### src/rtl/issue_unit_pkg.sv
// ============================================================================
// Module : issue_unit_pkg
// Brief  : Shared widths, instruction field positions and enums for issue_unit.
// Rev    : 1.0  initial release
// ============================================================================
`default_nettype none

package issue_unit_pkg;

    localparam int REG_SIZE   = 6;
    localparam int WORD_SIZE  = 32;
    localparam int INSTR_BITS = 32;

    // Instruction word field positions
    localparam int UNIT_HI   = 31;
    localparam int UNIT_LO   = 30;
    localparam int HASIMM_B  = 29;
    localparam int REG1_HI   = 28;
    localparam int REG1_LO   = 23;
    localparam int REG2_HI   = 22;
    localparam int REG2_LO   = 17;
    localparam int REG3_HI   = 16;
    localparam int REG3_LO   = 11;

    typedef enum logic [1:0] {
        UNIT_LW  = 2'b00,
        UNIT_SW  = 2'b01,
        UNIT_ADD = 2'b10,
        UNIT_MUL = 2'b11
    } unit_e;

    typedef enum logic [1:0] {
        ST_IDLE  = 2'b00,
        ST_ISSUE = 2'b01,
        ST_WAIT  = 2'b10
    } state_e;

endpackage

`default_nettype wire

### src/rtl/issue_fifo.sv
// ============================================================================
// Module : issue_fifo
// Brief  : Instruction FIFO with flush; exposes head and the entry behind it.
// Rev    : 1.0  initial release
// ============================================================================
`default_nettype none

module issue_fifo #(
    parameter int DEPTH = 8,
    parameter int WIDTH = 32
) (
    input  logic                       clk,
    input  logic                       rst,
    input  logic                       flush,
    input  logic                       push,
    input  logic                       pop,
    input  logic [WIDTH-1:0]           wdata,
    output logic [WIDTH-1:0]           head,
    output logic [WIDTH-1:0]           head_next,
    output logic                       full,
    output logic                       empty,
    output logic [$clog2(DEPTH):0]     count
);

    localparam int AW = $clog2(DEPTH);
    localparam int CW = AW + 1;

    logic [WIDTH-1:0] r_mem [DEPTH];
    logic [AW-1:0]    r_wr_ptr;
    logic [AW-1:0]    r_rd_ptr;
    logic [CW-1:0]    r_count;
    logic [AW-1:0]    w_rd_next;
    logic             w_push;
    logic             w_pop;

    // A full FIFO refuses the push even when a pop frees a slot on the same edge
    assign w_push    = push && !full;
    assign w_pop     = pop && !empty;
    assign w_rd_next = r_rd_ptr + AW'(1);

    assign full      = (r_count == CW'(DEPTH));
    assign empty     = (r_count == '0);
    assign count     = r_count;
    assign head      = r_mem[r_rd_ptr];
    assign head_next = r_mem[w_rd_next];

    always_ff @(posedge clk) begin
        if (w_push && !flush) begin
            r_mem[r_wr_ptr] <= wdata;
        end
    end

    always_ff @(posedge clk or posedge rst) begin
        if (rst) begin
            r_wr_ptr <= '0;
            r_rd_ptr <= '0;
            r_count  <= '0;
        end else if (flush) begin
            r_wr_ptr <= '0;
            r_rd_ptr <= '0;
            r_count  <= '0;
        end else begin
            if (w_push) r_wr_ptr <= r_wr_ptr + AW'(1);
            if (w_pop)  r_rd_ptr <= w_rd_next;
            case ({w_push, w_pop})
                2'b10:   r_count <= r_count + CW'(1);
                2'b01:   r_count <= r_count - CW'(1);
                default: r_count <= r_count;
            endcase
        end
    end

endmodule

`default_nettype wire

### src/rtl/issue_unit.sv
// ============================================================================
// Module : issue_unit
// Brief  : Buffers fetched instructions, decodes the head and issues it to the RS.
// Rev    : 1.0  initial release
// ============================================================================
`default_nettype none

import issue_unit_pkg::*;

module issue_unit #(
    parameter int DEPTH    = 8,
    parameter int IMM_BITS = 11
) (
    input  logic                  clk,
    input  logic                  rst,
    input  logic                  flush,
    input  logic [31:0]           instr,
    input  logic                  instr_valid,
    output logic                  instr_ready,
    output logic [1:0]            unit,
    output logic [REG_SIZE-1:0]   reg1,
    output logic [REG_SIZE-1:0]   reg2,
    output logic [REG_SIZE-1:0]   reg3,
    output logic                  hasimm,
    output logic [WORD_SIZE-1:0]  imm,
    output logic                  enable,
    input  logic                  rs_out,
    output logic [15:0]           issued_cnt,
    output logic [15:0]           stall_cnt
);

    localparam int CW = $clog2(DEPTH) + 1;

    state_e                r_state;
    state_e                w_state_next;
    logic                  w_pop;
    logic                  w_load;
    logic                  w_src_next;
    logic                  w_accept;
    logic                  w_reject;

    logic [31:0]           w_head;
    logic [31:0]           w_head_next;
    logic [31:0]           w_word;
    logic                  w_full;
    logic                  w_empty;
    logic [CW-1:0]         w_count;

    logic [1:0]            r_unit;
    logic [REG_SIZE-1:0]   r_reg1;
    logic [REG_SIZE-1:0]   r_reg2;
    logic [REG_SIZE-1:0]   r_reg3;
    logic                  r_hasimm;
    logic [WORD_SIZE-1:0]  r_imm;
    logic                  r_enable;
    logic [15:0]           r_issued_cnt;
    logic [15:0]           r_stall_cnt;

    issue_fifo #(
        .DEPTH (DEPTH),
        .WIDTH (32)
    ) u_fifo (
        .clk       (clk),
        .rst       (rst),
        .flush     (flush),
        .push      (instr_valid),
        .pop       (w_pop),
        .wdata     (instr),
        .head      (w_head),
        .head_next (w_head_next),
        .full      (w_full),
        .empty     (w_empty),
        .count     (w_count)
    );

    always_comb begin
        w_state_next = r_state;
        w_pop        = 1'b0;
        w_load       = 1'b0;
        w_src_next   = 1'b0;
        w_accept     = 1'b0;
        w_reject     = 1'b0;
        if (flush) begin
            w_state_next = ST_IDLE;
        end else begin
            case (r_state)
                ST_IDLE: begin
                    if (!w_empty) begin
                        w_state_next = ST_ISSUE;
                        w_load       = 1'b1;
                    end
                end
                ST_ISSUE: begin
                    w_state_next = ST_WAIT;
                end
                ST_WAIT: begin
                    if (rs_out) begin
                        w_pop    = 1'b1;
                        w_accept = 1'b1;
                        // Head is retiring on this edge, so the next issue decodes the entry behind it
                        if (w_count > CW'(1)) begin
                            w_state_next = ST_ISSUE;
                            w_load       = 1'b1;
                            w_src_next   = 1'b1;
                        end else begin
                            w_state_next = ST_IDLE;
                        end
                    end else begin
                        w_reject     = 1'b1;
                        w_state_next = ST_ISSUE;
                    end
                end
                default: begin
                    w_state_next = ST_IDLE;
                end
            endcase
        end
    end

    assign w_word = w_src_next ? w_head_next : w_head;

    always_ff @(posedge clk or posedge rst) begin
        if (rst) begin
            r_state      <= ST_IDLE;
            r_enable     <= 1'b0;
            r_unit       <= '0;
            r_reg1       <= '0;
            r_reg2       <= '0;
            r_reg3       <= '0;
            r_hasimm     <= 1'b0;
            r_imm        <= '0;
            r_issued_cnt <= '0;
            r_stall_cnt  <= '0;
        end else begin
            r_state  <= w_state_next;
            r_enable <= (w_state_next == ST_ISSUE);
            if (w_load) begin
                r_unit   <= w_word[UNIT_HI:UNIT_LO];
                r_reg1   <= w_word[REG1_HI:REG1_LO];
                r_reg2   <= w_word[REG2_HI:REG2_LO];
                r_hasimm <= w_word[HASIMM_B];
                if (w_word[HASIMM_B]) begin
                    r_reg3 <= '0;
                    r_imm  <= {{(WORD_SIZE-IMM_BITS){w_word[IMM_BITS-1]}}, w_word[IMM_BITS-1:0]};
                end else begin
                    r_reg3 <= w_word[REG3_HI:REG3_LO];
                    r_imm  <= '0;
                end
            end
            if (w_accept) r_issued_cnt <= r_issued_cnt + 16'd1;
            if (w_reject) r_stall_cnt  <= r_stall_cnt + 16'd1;
        end
    end

    assign instr_ready = !w_full;
    assign unit        = r_unit;
    assign reg1        = r_reg1;
    assign reg2        = r_reg2;
    assign reg3        = r_reg3;
    assign hasimm      = r_hasimm;
    assign imm         = r_imm;
    assign enable      = r_enable;
    assign issued_cnt  = r_issued_cnt;
    assign stall_cnt   = r_stall_cnt;

endmodule

`default_nettype wire

### config.mk
export PLATFORM = sky130hd
export DESIGN_NAME = issue_unit
export DESIGN_NICKNAME = d
export VERILOG_FILES = /design/src/rtl/issue_unit_pkg.sv /design/src/rtl/issue_fifo.sv /design/src/rtl/issue_unit.sv
export SDC_FILE = /design/constraint.sdc
export NUM_CORES = 1
export LEC_CHECK = 0
export CAP_MARGIN = 15
export CORE_MARGIN = 2
export CORE_UTILIZATION = 50
export CTS_CLUSTER_DIAMETER = 200
export DETAILED_ROUTE_END_ITERATION = 6
export PLACE_DENSITY = 0.73
export SKIP_CTS_REPAIR_TIMING = 1
export SLEW_MARGIN = 15
export SYNTH_ARGS = -nofsm -noshare
export SYNTH_HDL_FRONTEND = slang
export SYNTH_HIERARCHICAL = 1
export SYNTH_SLANG_ARGS = --single-unit
export TNS_END_PERCENT = 30
### constraint.sdc
create_clock -name clk -period 4.2 [get_ports clk]
set_clock_uncertainty 0.2 [all_clocks]
set_input_delay 0.84 -clock clk [delete_from_list [all_inputs] [get_ports clk]]
set_output_delay 0.84 -clock clk [all_outputs]
set_load 0.01 [all_outputs]
==> results.md <==
- IO Pins: 124
- Synth area leaders: edfxtp_1, mux4_2, dfrtp_1
- Total Routing Usage GR: 21.0%
- Clk Latency, worst-skew pair: 0.51 ns
- Syn-to-layout area delta: 19.0%
- Min-delay src: stall_cnt[15]
- Initial Utilization: 50.4%
- Clock transition at path regs: 0.06 ns
- Die Ht: 179 µm
- Vias in the first global route: 8,694
- Placed cells: 1,315
- Max-cap viol count: 0
- Post-Synth Adder-Cell Area: 0.620%
- Yosys top cell area share: 50.1%
- Number of vias per cell: 6.15
- Die area: 32,100 µm²
- Min Tclk post-route: 3.28 ns
- Final setup TNS: 0 ns
- Setup Crit Path Kind: reg2out
- Complex-gate fraction of the synthesized area: 2.59%
- TritonCTS clock tree: yes
- Top FF cell, synth: edfxtp_1
- Tightest Pin Transition: 1.04 ns
- Syn Area/Cell: 18.2 µm²
- Synth area leader: edfxtp_1
- Yosys cell types: 52
- Crit path required time: 3.16 ns
- Diode count: 0
- Post-synth EDFFs: 256
- Final worst path period share: 78.0%
- Pin count of the biggest net entering global routing: 68
- Mapped Cells: 842
- Routed wire per std cell: 23.7 µm
- First-pass GRT wire length: 50,700 µm
- Final setup fails: 0
- Crit. End Element: output port
- Sequential area share after synthesis: 62.7%
- Proportion of layout cells with a drive suffix above 1: 30.3%
- RSZ-0062 raised after global routing: no
- RD Place Congestion: 0.748
- Slew Limit Fails: 0
- Hold Path Class: reg2reg
- Non-filler cells, final: 1,379
- Port bufs: 123
- RR Endpoint: reg3[0]
- # DRC: 0
- # clock sinks: 333
- Leak: 6.14 nW
- Slew headroom: 30.5%
- Hold Path Stages: 1
- Net count, final: 1,001
- Initial antenna violation count: 0
- Die Wd: 179 µm
- CTS Root Cell: clkbuf_16
- Syn. warnings: 6
- Final Hold Fails: 0
- Core ar.: 30,400 µm²
- Worst-case hold path end point: stall_cnt[15]
- Rows: 64
- Critical path startpoint category: register
- CP arrival: 2.24 ns
- Main combinational cell family by area after synthesis: multiplexers
- Area share of xor/xnor cells in the synthesized design: 2.11%
- Worst Path Max Fanout: 8
- CTS buffer count: 36
- Status: complete, no violations
- Vias: 8,487
- Htree depth: 2
- Total routed wirelength: 32,700 µm
- VDD IR max: 0.353 mV
- Max Fclk: 0.305 GHz
- Clock Tree Buf Depth: 3
- Post-synth ARST share: 23.1%
- R2R Path Start: u_fifo/r_rd_ptr[1]
- Netlist Area Pre-Place: 15,300 µm²
- Dpl hpwl: 18,900 µm
- Reg-to-reg slack, setup: 1.22 ns
- Post-synthesis simple-gate area fraction: 4.46%
- Aggregate global routing overflow: 0
- R2R cell count: 7
- Most frequent cell after synthesis: edfxtp_1
- Synthesized Nets: 886
- 1st-iter DRT viols: 694
- Final Util: 59.9%
- Initial DRT Pass Iterations: 5
- Synth cell count leaders: edfxtp_1, mux4_2, dfrtp_1, mux2_2, nand2_1
- Power density cells: 461 nW/µm²
- Post-synthesis mux area share: 24.8%
- Routed Antenna Nets: 0
- Flops & latches, synth: 333
- # fillers: 2,184
-- sequential cells by signal (all words and copies together) (netlist names) --
signal and cells:
unit 2, r_state 2, stall_cnt 16, issued_cnt 16
enable 1, hasimm 1, u_fifo/r_mem 256, u_fifo/r_wr_ptr 3
reg2 6, imm 11, u_fifo/count 4, reg3 6
u_fifo/r_rd_ptr 3, reg1 6
-- worst max-delay path, cell delays in order (launching register included) --
cell             delay (ns)
dfrtp_1                0.50
or4b_4                 0.66
inv_1                  0.08
inv_1                  0.03
clkdlybuf4s50_1        0.46
-- layout by cell type, fill, tap and decap left out, types with 15 or more instances in the layout --
cell type,synthesis,final
o21ai_0,15,15
mux2i_1,18,18
nor2_1,24,18
mux4_2,128,128
clkbuf_16,0,37
nand2_1,32,32
buf_4,22,19
clkdlybuf4s50_1,0,123
xnor2_1,23,23
dfrtp_1,77,74
mux2_2,64,64
edfxtp_1,256,256
and3_1,15,15
-- worst max-delay path by stage --
stage / start / endpoint / slack, ns / cells past startpoint
after floorplan: instr_valid / u_fifo/r_mem[1][0] / -0.03 / 3
after global placement: rs_out / u_fifo/count[3] / 0.62 / 10
after detailed placement: rs_out / u_fifo/count[3] / 0.54 / 10
after CTS: u_fifo/count[0] / instr_ready / 0.89 / 4
after global routing: rs_out / u_fifo/count[3] / 0.85 / 10
final: u_fifo/count[0] / instr_ready / 0.92 / 4
-- metrics by stage --
stage / power [mW] / hold WS, ns / setup slack [ns] / cell area, µm²
detailed placement: 5.29 / 0.269 / 0.537 / 17000
floorplan: 4.64 / 0.304 / -0.0328 / 15300
CTS: 8.50 / 0.281 / 0.890 / 18200
global route: 8.74 / 0.293 / 0.846 / 18200
global placement: 5.26 / 0.259 / 0.622 / 17000
finish: 8.41 / 0.272 / 0.923 / 18200
-- layout make-up --
cell class / instances / area (µm²) / area share, %
well taps: 396 / 495 / 2.72
multi-input cells: 429 / 5400 / 29.6
clock buffers: 50 / 1040 / 5.73
flip-flops and latches: 333 / 9620 / 52.7
repair buffers: 147 / 1470 / 8.08
inverters: 10 / 37.5 / 0.206
clock inverters: 14 / 166 / 0.912
-- routing by layer --
metal	track usage (%)	share of wire (%)	vias up
met5	0	0	-
met4	5.38	2.1	0
met1	29.4	42	4482
li1	-	-	3639
met3	2.80	6.3	53
met2	35.3	50	313
-- cell families after synthesis --
| kind of cell | Yosys count |
|---|---|
| AOI/OAI and AO/OA | 51 |
| xor gates and xnor gates | 37 |
| adders and majority gates | 7 |
| buffers and inverters | 80 |
| DFF | 333 |
| muxes | 211 |
| and+or+nand+nor | 123 |
-- report_power, final --
part	switching, mW	internal (mW)
registers	0.211	3.78
clock network	1.22	1.98
logic	0.507	0.717
total	1.94	6.47
Power figures use the tool's default switching activity.
